## src/rtl/seq_det_pkg.sv

```systemverilog
// Shared types and default sizing for the serial pattern detector.
package seq_det_pkg;
  localparam int PAT_LEN_DEF = 4;
  localparam int CNT_W_DEF   = 8;

  typedef enum logic [1:0] {
    UNARMED = 2'd0,
    FILL    = 2'd1,
    DETECT  = 2'd2
  } det_state_e;
endpackage

```

## src/rtl/sat_counter.sv

```systemverilog
// Saturating up-counter with a synchronous clear that beats a same-cycle increment.
module sat_counter #(
  parameter int CNT_W = 8
) (
  input  logic             clk,
  input  logic             reset,
  input  logic             clr,
  input  logic             inc,
  output logic [CNT_W-1:0] count
);
  logic [CNT_W-1:0] cnt_q, cnt_d;

  always_comb begin
    cnt_d = cnt_q;
    if (clr)                    cnt_d = '0;
    else if (inc && cnt_q != '1) cnt_d = cnt_q + CNT_W'(1);
  end

  always_ff @(posedge clk) begin
    if (reset) cnt_q <= '0;
    else       cnt_q <= cnt_d;
  end

  assign count = cnt_q;
endmodule

```

## src/rtl/pattern_seq_detector.sv

```systemverilog
// Serial bit-pattern detector with overlap / non-overlap modes and a saturating match count.
module pattern_seq_detector
  import seq_det_pkg::*;
#(
  parameter int PAT_LEN = PAT_LEN_DEF,
  parameter int CNT_W   = CNT_W_DEF
) (
  input  logic               clk,
  input  logic               reset,
  input  logic               pat_load,
  input  logic [PAT_LEN-1:0] pat_in,
  input  logic               overlap_en,
  input  logic               in_valid,
  input  logic               in_bit,
  input  logic               clr_count,
  output logic               armed,
  output logic               match,
  output logic [CNT_W-1:0]   match_count
);
  localparam int HIST_W = PAT_LEN - 1;
  localparam int FILL_W = $clog2(PAT_LEN);
  localparam logic [FILL_W-1:0] FILL_FULL = FILL_W'(HIST_W);

  det_state_e          state_q;
  logic [PAT_LEN-1:0]  pat_q;
  logic [HIST_W-1:0]   hist_q;
  logic [FILL_W-1:0]   fill_q;
  logic                match_q, armed_q;

  logic [PAT_LEN-1:0]  window;
  logic [HIST_W-1:0]   hist_d;
  logic [FILL_W-1:0]   fill_inc;
  logic                beat, hit;

  // Oldest history bit lines up with the pattern MSB.
  assign window   = {hist_q, in_bit};
  assign hist_d   = window[HIST_W-1:0];
  assign fill_inc = fill_q + FILL_W'(1);
  // A pat_load cycle swallows any concurrent beat.
  assign beat     = in_valid && !pat_load && (state_q != UNARMED);
  assign hit      = beat && (state_q == DETECT) && (window == pat_q);

  always_ff @(posedge clk) begin
    if (reset) begin
      state_q <= UNARMED;
      pat_q   <= '0;
      hist_q  <= '0;
      fill_q  <= '0;
      match_q <= 1'b0;
      armed_q <= 1'b0;
    end else begin
      match_q <= hit;
      if (pat_load) begin
        pat_q   <= pat_in;
        hist_q  <= '0;
        fill_q  <= '0;
        state_q <= FILL;
        armed_q <= 1'b1;
      end else if (beat) begin
        if (hit && !overlap_en) begin
          hist_q  <= '0;
          fill_q  <= '0;
          state_q <= FILL;
        end else begin
          hist_q <= hist_d;
          if (fill_q != FILL_FULL) fill_q <= fill_inc;
          if (state_q == FILL && fill_inc == FILL_FULL) state_q <= DETECT;
        end
      end
    end
  end

  sat_counter #(.CNT_W(CNT_W)) u_cnt (
    .clk   (clk),
    .reset (reset),
    .clr   (clr_count),
    .inc   (hit),
    .count (match_count)
  );

  assign armed = armed_q;
  assign match = match_q;
endmodule
```

## config.mk

```make
export PLATFORM = sky130hd
export DESIGN_NAME = pattern_seq_detector
export DESIGN_NICKNAME = d
export VERILOG_FILES = /design/src/rtl/seq_det_pkg.sv /design/src/rtl/sat_counter.sv /design/src/rtl/pattern_seq_detector.sv
export SDC_FILE = /design/constraint.sdc
export NUM_CORES = 1
export LEC_CHECK = 0
export ABC_AREA = 1
export BUFFER_PORTS_ARGS = -buffer_cell sky130_fd_sc_hd__buf_2
export CELL_PAD_IN_SITES_DETAIL_PLACEMENT = 0
export CELL_PAD_IN_SITES_GLOBAL_PLACEMENT = 1
export CORE_MARGIN = 1
export CORE_UTILIZATION = 35
export DETAILED_ROUTE_END_ITERATION = 12
export PLACE_DENSITY_LB_ADDON = 0.1
export SLEW_MARGIN = 20
export SYNTH_ARGS = -nofsm -noshare
export SYNTH_HDL_FRONTEND = slang
export SYNTH_SLANG_ARGS = --single-unit
```

## constraint.sdc

```tcl
create_clock -name clk -period 1.35 [get_ports clk]
set_input_delay 0.27 -clock clk [delete_from_list [all_inputs] [get_ports clk]]
set_output_delay 0.27 -clock clk [all_outputs]
set_load 0.05 [all_outputs]
```

After elaboration in Yosys (flattened, before gate mapping)
Cells that the tools add are included.
{"block": "op_classes", "muxes": 7, "reduce_logical": 19, "addsub": 2, "eq_ne": 6}
{"op": "8-bit by 1-bit adder with 8-bit output (second input constant)", "count": 1}
{"op": "2-bit two-way mux", "count": 4}
{"op": "8-bit != test (second input constant)", "count": 1}
{"op": "2-bit nonzero test", "count": 4}
{"op": "1-bit logical AND", "count": 7}
{"op": "2-bit AND reduction", "count": 3}
{"op": "2-bit == test (second input constant)", "count": 2}
{"op": "4-bit == test", "count": 1}
{"op": "2-bit OR reduction", "count": 2}
{"op": "3-bit two-way mux", "count": 1}
{"op": "3-bit nonzero test", "count": 1}
{"op": "2-bit by 1-bit adder with 2-bit output (second input constant)", "count": 1}
{"op": "2-bit by 1-bit == test with 1-bit output (second input constant)", "count": 1}
{"op": "1-bit logical NOT", "count": 2}
{"op": "1-bit two-way mux", "count": 2}
{"op": "2-bit != test (second input constant)", "count": 1}
{"block": "totals", "reg_bits": 21, "input_bits": 11, "elab_cells": 42, "out_inout_bits": 10}

Longest topological paths before layout
Gate-level depths: netlist of run 1.
{"block": "depth", "depth_word": 9, "depth_mapped": 10, "mapped_depth_nobuf": 10}

Cells and area by module
A second synthesis of run 1 with hierarchy kept.
{"block": "unflattened", "cells_unflattened": 165, "hier_area_um2": 1141.1}
{"module": "pattern_seq_detector", "seq_area_each_um2": 260.2, "area_per_inst_um2": 680.7, "cells_per_inst": 92, "instances": 1}
{"module": "sat_counter", "seq_area_each_um2": 160.2, "area_per_inst_um2": 460.4, "cells_per_inst": 73, "instances": 1}

Least setup slack after synthesis of run 1
No wires, ideal clock.
{"block": "synth_path", "kind": "register -> register", "from": "reg u_cnt.cnt_q[1], in the netlist u_cnt.count[1]", "to": "reg u_cnt.cnt_q[5], in the netlist u_cnt.count[5]", "arrival_time_ns": 1.610, "path_stages_with_launch": 8, "path_buffers": 0, "setup_slack_ns": -0.330, "setup_time_ns": 0.070, "period_less_slack_ns": 1.680, "path_cell_list": "dfxtp_1 -> ha_1 -> nand2_2 -> nor2_2 -> nand2_2 -> nand3_4 -> nand2_1 -> a21oi_1"}
{"block": "synth_via", "elab_chain_len": 2, "elab_cells_between_ends": 3, "classes_between": "1 x add/sub; 1 x eq/ne; 1 x reduce/logical"}
{"item": "start: declaration", "line_no": "sat_counter.sv:11", "text": "logic [CNT_W-1:0] cnt_q, cnt_d;"}
{"item": "start signal: assignment", "line_no": "sat_counter.sv:21", "text": "else cnt_q <= cnt_d;"}
{"item": "branches (longest 2 deep; another with 8-bit by 1-bit adder with 8-bit output)"}
Parallel ways; which one is timed is not known.
A chain may end at the register's enable or synchronous reset.

Final worst setup path of run 1
{"block": "layout_path", "from": "reg u_cnt.cnt_q[0], in the netlist u_cnt.count[0]", "to": "out match_count[0]"}
{"item": "end: declaration", "line_no": "pattern_seq_detector.sv:18", "text": "output logic [CNT_W-1:0] match_count"}
No word-level cell between the ends.

==> results of run 1 <==
-- worst max-delay path by stage --
stage / start / depth (start not counted) / endpoint
after floorplan: u_cnt.count[0]$_SDFFE_PP0P_ / 7 / u_cnt.count[5]$_SDFFE_PP0P_
after global placement: in_bit / 8 / u_cnt.count[6]$_SDFFE_PP0P_
after detailed placement: in_bit / 8 / u_cnt.count[6]$_SDFFE_PP0P_
after CTS: pat_q[1]$_SDFFE_PP0P_ / 7 / u_cnt.count[6]$_SDFFE_PP0P_
after global routing: u_cnt.count[1]$_SDFFE_PP0P_ / 7 / u_cnt.count[5]$_SDFFE_PP0P_
final: u_cnt.count[0]$_SDFFE_PP0P_ / 2 / match_count[0]
-- synth_stat cells --
master    number
nand2_1       41
inv_1         27
dfxtp_1       21
a21oi_1       15
nor2_1        12
nand3_1       11
o21ai_0        8
nand4_1        6
inv_2          4
nand2_2        4
ha_1           3
nor2_2         3
nand2_4        2
nor2_8         2
nor3_1         2
o21ai_1        2
inv_4          1
nand3_4        1
nand4_4        1
nor2_4         1
nor3_2         1
o211ai_1       1
o21ai_2        1
xor2_1         1
-- metal layers --
layer  wire length [um]  GRT usage  vias to the layer above
met5                  0          0                        -
met4                 15     0.0649                        0
met3                 85     0.0299                        2
met2               1270      0.228                       17
met1               1470      0.258                      544
li1                   -          -                      627
-- metrics by stage --
stage	TNS (ns)	cell area [um^2]
global placement	-0.00975	1450
global route	-0.0422	1610
finish	0	1610
detailed placement	-0.0246	1450
CTS	0	1490
floorplan	0	1230
-- worst max-delay path, delay by kind of cell (launching register included) --
kind | cells | cell delay (ns)
buffers and inverters | 2 | 0.34
DFF | 1 | 0.38
-- power breakdown --
| part | switching [mW] | total [mW] | internal, mW | leakage [nW] |
|---|---|---|---|---|
| logic | 0.0944 | 0.156 | 0.0612 | 0.547 |
| clock network | 0.208 | 0.319 | 0.110 | 0.0177 |
| registers | 0.0123 | 0.643 | 0.631 | 0.179 |
-- registers in the layout, indices dropped and copies added, names as in the netlist --
| register | count |
|---|---|
| armed | 1 |
| fill_q | 2 |
| hist_q | 3 |
| match | 1 |
| pat_q | 4 |
| state_q | 2 |
| u_cnt.count | 8 |
-- cell type report --
type | instances | area, um^2 | area share
Clock buffer | 3 | 22.5 | 0.0140
Clock inverter | 1 | 5.00 | 0.00310
Tap cell | 44 | 55.1 | 0.0341
Multi-Input combinational cell | 118 | 731 | 0.453
Inverter | 32 | 123 | 0.0760
Timing Repair Buffer | 36 | 230 | 0.143
Sequential cell | 21 | 448 | 0.278
-- cell usage in the layout (no fill, tap or decap), types with 2 or more instances in the layout --
cell / instances
o21ai_2: 2
buf_2: 19
buf_6: 2
nand3_2: 2
nor2_2: 2
nand2_4: 4
nor3_2: 2
nand3_1: 9
nor2_8: 2
dfxtp_2: 13
a21oi_1: 14
inv_1: 25
nor2_1: 10
buf_4: 14
clkbuf_4: 4
nand2_2: 6
ha_1: 2
dfxtp_1: 5
inv_2: 6
dfxtp_4: 3
nand4_1: 6
nand2_1: 37
o21ai_0: 8
nor2_4: 4
-- repair_timing --
item                       in CTS  in global routing
setup endpoints to repair       2                 15
pin swaps                       1                 13
setup buffers                   0                  7
gates resized for setup         3                 27
-- logic make-up (layout without fill, tap and decap cells) --
kind of cell,after synthesis,in the layout,share of synthesized area
AOI/OAI and AO/OA,27,27,0.118
and+or+nand+nor,87,87,0.390
adders and majority gates,3,3,0.0313
buffers and inverters,32,72,0.102
DFF,21,21,0.351
xor gates and xnor gates,1,1,0.00731
==> out/metrics.csv, run 1 <==
stage,metric,value,unit
timing,relative slew slack,0.814,
cts,worst skew pair latency,0.31,ns
timing,final worst-path setup slack,0.0609,ns
logic_synthesis,Mapped Area,1200,um^2
setup_path,reg2reg path depth,8,
setup_path,Crit path largest cell delay,0.38,ns
die,die area,3660,um^2
run_status,status,finished clean,
die,core outline area,3150,um^2
setup_path,CP max-delay cell,dfxtp_4,
setup_path,critical-path maximum fanout,4,
timing,fmax,0.776,GHz
timing,min cycle time layout,1.29,ns
routing,DRT iter0 DRCs,69,
logic_synthesis,Synth Register Bits,21,
placed_design,routability cong.,0.757,
global_route,largest net degree at the start of global routing,13,
setup_path,Critical Path Sink Type,primary output,
run,max_cap viols,0,
routing,DR vias/cell,4.67,
routing,detailed-route via count,1190,
cts,clk slew on worst S/H paths,0.13,ns
timing,"Hold Vio Cnt, Final",0,
timing,skew final,0.00473,ns
hold_path,hold path depth,2,
finish,ant diodes,0,
finish,synth-to-layout area growth,34.7,%
cts,H-tree depth,1,
setup_path,reg2reg start,state_q[0]$_SDFFE_PP0P_,
cts,clock buffer depth,2,
logic_synthesis,Area contributors post-synth,"dfxtp_1 (35%), nand2_1 (13%), inv_1 (8.5%), a21oi_1 (6.3%), nand3_1 (4.6%)",
power_and_ir_drop,Pwr per Cell Area,692,nW/um^2
global_route,GR Overflow Total,0,
die,Die Y,60.5,um
logic_synthesis,cell count after synthesis,171,
logic_synthesis,Yosys cell types,24,
setup_path,"critical path, cell by cell",buf_4 -> clkbuf_4,
logic_synthesis,post-synth top area cell,dfxtp_1,
cts,TritonCTS clock tree,done,
placed_design,dpl cells,244,
global_route,global-route wire length before repair,4510,um
logic_synthesis,top cell type's share of synthesized area,0.351,
placed_design,hpwl dp,2170,um
timing,share of the clock period used by the worst path,0.955,
routing,DR pass1 iterations,4,
cts,"Hold-fix buffers, CTS",0,
hold_path,hold worst-path end,state_q[0]$_SDFFE_PP0P_,
die,starting density of the core,0.380,
timing,WHS,0.191,ns
finish,Filler cells,336,
setup_path,Worst Setup Path Type,reg2out,
global_route,gr usage total,0.168,
setup_path,worst endpoint required time,1.08,ns
finish,post-layout util,0.512,
routing,Residual DRC,0,
routing,Post-Route WL,2840,um
logic_synthesis,Syn Nets,185,
finish,Layout Cells excl Fill,255,
die,Die X,60.5,um
finish,proportion of layout cells with a drive suffix above 1,0.431,
timing,Max Transition Viols Final,0,
setup_path,CP Launch Type,register,
cts,Root Buffer,clkbuf_4,
power_and_ir_drop,Peak VDD IR,0.352,mV
logic_synthesis,"Seq/Total Area, Yosys",0.351,
routing,Routed Antenna Nets,0,
routing,WL/cell,11.1,um
hold_path,HP Start,reset,
placed_design,input/output buffers,20,
cts,Sink Count,21,
global_route,initial antenna violation count,0,
placed_design,dpl ws,-0.0176,ns
power_and_ir_drop,Leakage,0.744,nW
die,# IOs,21,
timing,worst-margin pin slew,0.278,ns
finish,Final #Nets,226,
timing,unrepaired setup endpoints after global routing,true,
hold_path,HP Class,in2reg,
global_route,number of global-route vias before repair,1003,
setup_path,"reg-to-reg slack, setup",0.08,ns
setup_path,Worst EP arrival,1.02,ns
timing,Final Setup Violations,0,
setup_path,Worst R2R End,u_cnt.count[6]$_SDFFE_PP0P_,
cts,CTS Buf Count,3,
logic_synthesis,syn_area_per_cell,7.01,um^2
logic_synthesis,Synthesis Warnings,0,
die,placement row count,20,
power_and_ir_drop,total power,1.12,mW
No activity file was read; power rests on OpenSTA's default activity.
==> run 2, diff against run 1 <==
- CORE_UTILIZATION: 35 -> 39
==> run 2 against run 1 <==
Against the previous run:
- the flow now finishes with violations (design-rule violations)
- routed wire length down 9.9%
- global-route usage up 0.58 points
- hold slack worse by 0.0012 ns
- worst setup slack better by 0.0027 ns
- critical path depth unchanged
- via count down 5.2%
- non-clock buffer count down 10
- combinational power down 6%
- clock skew about the same
- largest power group unchanged
- flip-flop and latch count unchanged
- critical path type unchanged
- largest cell class unchanged
- highest routed layer unchanged
==> out/metrics.csv, run 2 (synthesis gave the netlist of run 1 again) <==
stage,metric,value,unit
routing,WL/cell,11.0,um
timing,Max Transition Viols Final,0,
placed_design,input/output buffers,20,
die,die area,3300,um^2
cts,TritonCTS clock tree,done,
timing,relative slew slack,0.824,
power_and_ir_drop,Reg power frac,0.584,
placed_design,hpwl dp,1950,um
setup_path,CP bufs+invs,2,
global_route,number of global-route vias before repair,951,
cts,clk slew on worst S/H paths,0.12,ns
finish,Filler cells,280,
timing,worst-margin pin slew,0.264,ns
cts,Root Buffer,clkbuf_4,
cts,Sink Count,21,
finish,synth-to-layout area growth,27.9,%
power_and_ir_drop,Peak VDD IR,0.292,mV
die,Die X,57.4,um
placed_design,dpl ws,0.0387,ns
routing,DR pass1 iterations,8,
cts,"Hold-fix buffers, CTS",0,
setup_path,Crit path largest cell delay,0.38,ns
timing,min cycle time layout,1.29,ns
finish,Final #Nets,216,
hold_path,hold path depth,2,
finish,"most common cell after layout, fill and taps aside",nand2_1,
timing,fmax,0.777,GHz
setup_path,critical-path maximum fanout,4,
setup_path,worst endpoint required time,1.08,ns
routing,Residual DRC,1,
cts,worst skew pair latency,0.30,ns
die,starting density of the core,0.424,
die,Die Y,57.4,um
power_and_ir_drop,Power Internal,800,uW
hold_path,hold worst-path end,state_q[0]$_SDFFE_PP0P_,
setup_path,reg2reg path depth,7,
die,core outline area,2830,um^2
global_route,global-route wire length before repair,4380,um
timing,skew final,0.00509,ns
routing,Routed Antenna Nets,0,
routing,DRT iter0 DRCs,68,
setup_path,"critical path, cell by cell",buf_4 -> clkbuf_4,
setup_path,Critical Path Sink Type,primary output,
timing,"Hold Vio Cnt, Final",0,
setup_path,CP Launch Type,register,
global_route,gr usage total,0.173,
power_and_ir_drop,clock power share,0.283,
power_and_ir_drop,switching share of power,0.274,
cts,CTS Buf Count,3,
cts,H-tree depth,1,
run,max_cap viols,0,
global_route,largest net degree at the start of global routing,12,
routing,detailed-route via count,1128,
run_status,violated checks,design-rule violations,
global_route,GR Overflow Total,0,
power_and_ir_drop,Leakage,0.685,nW
timing,unrepaired setup endpoints after global routing,true,
power_and_ir_drop,Pwr per Cell Area,718,nW/um^2
finish,most frequent cells in the layout,"nand2_1 (35), inv_1 (25), buf_2 (19)",
run_status,status,"finished, violations left",
setup_path,"reg-to-reg slack, setup",0.09,ns
power_and_ir_drop,Comb pwr share,0.133,
routing,DR vias/cell,4.86,
die,placement row count,19,
finish,ant diodes,0,
cts,clock buffer depth,2,
global_route,initial antenna violation count,0,
setup_path,Worst EP arrival,1.02,ns
setup_path,Worst Setup Path Type,reg2out,
finish,proportion of layout cells with a drive suffix above 1,0.408,
power_and_ir_drop,Switch Pwr,301,uW
timing,final worst-path setup slack,0.0636,ns
finish,Largest register FFs,8,
hold_path,HP Start,reset,
die,# IOs,21,
hold_path,HP Class,in2reg,
placed_design,routability cong.,0.897,
routing,Post-Route WL,2560,um
setup_path,CP max-delay cell,dfxtp_4,
setup_path,Worst R2R End,u_cnt.count[7]$_SDFFE_PP0P_,
timing,Final Setup Violations,0,
timing,Fin Setup TNS,0,ns
setup_path,Top delay family on crit path,flip-flops,
setup_path,reg2reg start,u_cnt.count[1]$_SDFFE_PP0P_,
timing,share of the clock period used by the worst path,0.953,
==> run 2: cell types whose count changed in the layout (fill, tap and decap cells not counted), moves of 2 or more <==
cell	previous run	this run
buf_4	14	6
buf_6	2	0
nand2_1	37	35
nand2_2	6	8
==> run 2: layout make-up <==
type                            count  area [um^2]  share of cell area
Tap cell                           31         38.8              0.0253
Clock buffer                        4         26.3              0.0171
Inverter                           32          125              0.0816
Sequential cell                    21          448               0.292
Multi-Input combinational cell    118          747               0.487
Timing Repair Buffer               26          148              0.0963
==> run 2: power by group through the flow <==
| stage | Combinational, mW | Clock (mW) | Sequential [mW] |
|---|---|---|---|
| after CTS | 0.128 | 0.329 | 0.642 |
| after floorplan | 0.0792 | 0 | 0.661 |
| after global placement | 0.127 | 0 | 0.655 |
| after detailed placement | 0.127 | 0 | 0.656 |
| after global routing | 0.165 | 0.353 | 0.646 |
| final | 0.146 | 0.311 | 0.643 |
==> run 2: worst max-delay path by stage <==
| stage | endpoint | depth (start not counted) | startpoint |
|---|---|---|---|
| 2_1_floorplan | u_cnt.count[5]$_SDFFE_PP0P_ | 7 | u_cnt.count[0]$_SDFFE_PP0P_ |
| 3_3_place_gp | u_cnt.count[6]$_SDFFE_PP0P_ | 8 | in_bit |
| 3_5_place_dp | hist_q[0]$_SDFFE_PP0P_ | 9 | pat_q[1]$_SDFFE_PP0P_ |
| 4_1_cts | u_cnt.count[6]$_SDFFE_PP0P_ | 7 | pat_q[0]$_SDFFE_PP0P_ |
| 5_1_grt | u_cnt.count[7]$_SDFFE_PP0P_ | 7 | u_cnt.count[0]$_SDFFE_PP0P_ |
| 6_report | match_count[0] | 2 | u_cnt.count[0]$_SDFFE_PP0P_ |
==> run 2: stage by stage <==
step | util | cell area [um^2] | total power, mW | hold slack (ns) | std cells
floorplan | - | 1230 | 0.740 | 0.339 | 171
global placement | 0.493 | 1400 | 0.782 | 0.443 | 226
detailed placement | 0.493 | 1400 | 0.783 | 0.458 | 226
CTS | 0.502 | 1420 | 1.10 | 0.181 | 230
global route | 0.542 | 1530 | 1.16 | 0.176 | 232
finish | 0.542 | 1530 | 1.10 | 0.190 | 232
==> run 2: timing repair <==
action                                  4_1_cts  5_1_grt
gates resized for setup                       0       33
buffers inserted                              0        2
endpoints found under the setup margin        0       16
endpoints found under the hold margin         0        0
==> run 2: metal layers <==
layer	share of wire	wire length [um]	track usage	vias up
li1	-	-	-	609
met1	0.52	1320	0.257	495
met2	0.43	1110	0.246	20
met3	0.038	96	0.0295	4
met4	0.011	29	0.0732	0
met5	0	0	0	-
==> run 2: worst reg2reg max path, stage by stage (launching register included) <==
cell	delay, ns
dfxtp_4	0.39
ha_4	0.14
nand2_2	0.09
nor2_4	0.13
nand2_4	0.10
nand3_4	0.13
nand2_1	0.09
a21oi_2	0.13
==> run 3, diff against run 2 <==
--- a/config.mk
+++ b/config.mk
@@ -12,3 +12,3 @@
 export CORE_MARGIN = 1
-export CORE_UTILIZATION = 39
+export CORE_UTILIZATION = 41
 export DETAILED_ROUTE_END_ITERATION = 12
==> constraint.sdc (replaced) <==
create_clock -name clk -period 1.5 [get_ports clk]
set_input_delay 0.15 -clock clk [delete_from_list [all_inputs] [get_ports clk]]
set_output_delay 0.15 -clock clk [all_outputs]
set_load 0.05 [all_outputs]
==> run 3 against run 2 <==
Against the previous run:
- worst setup slack gained 0.079 ns
- routed wire length down 5.9%
- utilization down 4.6 points
- clock power fell by 7.1%
- register-to-register slack gained 0.05 ns
- highest routed layer unchanged
- the run now ends clean
- sequential share of layout area rose by 1.7 points
- cell count shrank 2.6%
- clock skew is 0.0043 ns lower
- first-iteration DRC count decreased by 4.4%
==> out/metrics.csv, run 3 (synthesis gave the netlist of run 1 again) <==
stage,metric,value,unit
placed_design,dpl cells,222,
routing,DR vias/cell,4.82,
run,max_cap viols,0,
placed_design,dpl ws,0.143,ns
power_and_ir_drop,Pwr per Cell Area,716,nW/um^2
power_and_ir_drop,total power,979,uW
timing,Max Transition Viols Final,0,
cts,post-CTS setup buffers,0,
hold_path,hold path depth,4,
finish,Final #Nets,210,
finish,most frequent cells in the layout,"nand2_1 (41), inv_1 (27), buf_2 (20)",
routing,Routed Antenna Nets,0,
timing,"Hold Vio Cnt, Final",0,
timing,WHS,0.0618,ns
die,placement row count,19,
setup_path,reg2reg path depth,7,
timing,relative slew slack,0.811,
timing,skew final,0.000783,ns
timing,Final Setup Violations,0,
cts,"Hold-fix buffers, CTS",0,
timing,fmax,0.736,GHz
placed_design,input/output buffers,20,
cts,H-tree depth,1,
finish,"most common cell after layout, fill and taps aside",nand2_1,
cts,Sink Count,21,
timing,final worst-path setup slack,0.142,ns
finish,synth-to-layout area growth,14.1,%
setup_path,Worst Setup Path Type,reg2reg,
cts,TritonCTS clock tree,done,
cts,CTS Buf Count,3,
finish,Largest register FFs,8,
timing,worst-margin pin slew,0.282,ns
global_route,gr usage total,0.159,
routing,Post-Route WL,2410,um
global_route,global-route wire length before repair,3870,um
routing,DR pass1 iterations,4,
global_route,GR Overflow Total,0,
die,core outline area,2760,um^2
global_route,largest net degree at the start of global routing,13,
power_and_ir_drop,Peak VDD IR,0.488,mV
finish,Layout Cells excl Fill,226,
routing,Residual DRC,0,
timing,unrepaired setup endpoints after global routing,false,
run_status,status,finished clean,
die,starting density of the core,0.435,
placed_design,DP Area,1340,um^2
setup_path,CP Launch Type,register,
placed_design,hpwl dp,1870,um
setup_path,critical-path maximum fanout,8,
global_route,number of global-route vias before repair,881,
routing,WL/cell,10.7,um
cts,clk slew on worst S/H paths,0.13,ns
finish,proportion of layout cells with a drive suffix above 1,0.241,
setup_path,Critical Path Sink Type,register,
routing,DRT iter0 DRCs,65,
placed_design,routability cong.,0.857,
hold_path,HP Class,in2reg,
finish,Filler cells,287,
routing,detailed-route via count,1090,
finish,post-layout util,0.496,
finish,fin area,1370,um^2
cts,worst skew pair latency,0.31,ns
finish,ant diodes,0,
die,die area,3140,um^2
die,Die X,56.1,um
cts,clock buffer depth,2,
die,Die Y,56.1,um
timing,Fin Setup TNS,0,ns
power_and_ir_drop,Leakage,0.622,nW
setup_path,Worst EP arrival,1.61,ns
setup_path,worst endpoint required time,1.75,ns
timing,share of the clock period used by the worst path,0.905,
cts,Root Buffer,clkbuf_4,
die,# IOs,21,
global_route,initial antenna violation count,0,
timing,min cycle time layout,1.36,ns
run 3: final timing paths:
check	startpoint	to	slack [ns]
hold reg to reg	armed$_SDFFE_PP0P_	armed$_SDFFE_PP0P_	0.48
setup / recovery	u_cnt.count[1]$_SDFFE_PP0P_	u_cnt.count[5]$_SDFFE_PP0P_	0.14
hold / removal	clr_count	u_cnt.count[6]$_SDFFE_PP0P_	0.06
setup reg to reg	u_cnt.count[1]$_SDFFE_PP0P_	u_cnt.count[5]$_SDFFE_PP0P_	0.14
run 3: power by group:
| part | switching [mW] | total (mW) | internal (mW) | leakage [nW] |
|---|---|---|---|---|
| Clock | 0.189 | 0.289 | 0.0997 | 0.0177 |
| Combinational | 0.0720 | 0.108 | 0.0363 | 0.433 |
| Sequential | 0.0104 | 0.581 | 0.571 | 0.172 |
run 3: final cells by class:
class,instances,area (um^2),share of cell area
Clock buffer,3,22.5,0.0165
Clock inverter,1,5.00,0.00366
Inverter,32,123,0.0897
Multi-Input combinational cell,118,656,0.479
Sequential cell,21,423,0.309
Tap cell,31,38.8,0.0284
Timing Repair Buffer,20,100,0.0732
run 3: metal layers:
metal	GRT usage	share of wire
met1	0.245	0.55
met2	0.211	0.41
met3	0.0279	0.038
met4	0.0732	0.0054
met5	0	0
run 3: timing repair:
action,4_1_cts,5_1_grt
resized for setup,0,0
hold endpoints to repair,0,0
endpoints found under the setup margin,0,3
run 3: worst max-delay path, stage by stage, from the launching register on:
cell and delay [ns]:
dfxtp_2 0.38, ha_1 0.20, nand2_2 0.09, nor2_2 0.13, nand2_2 0.15, nand3_4 0.15
nand2_1 0.06, a21oi_1 0.14
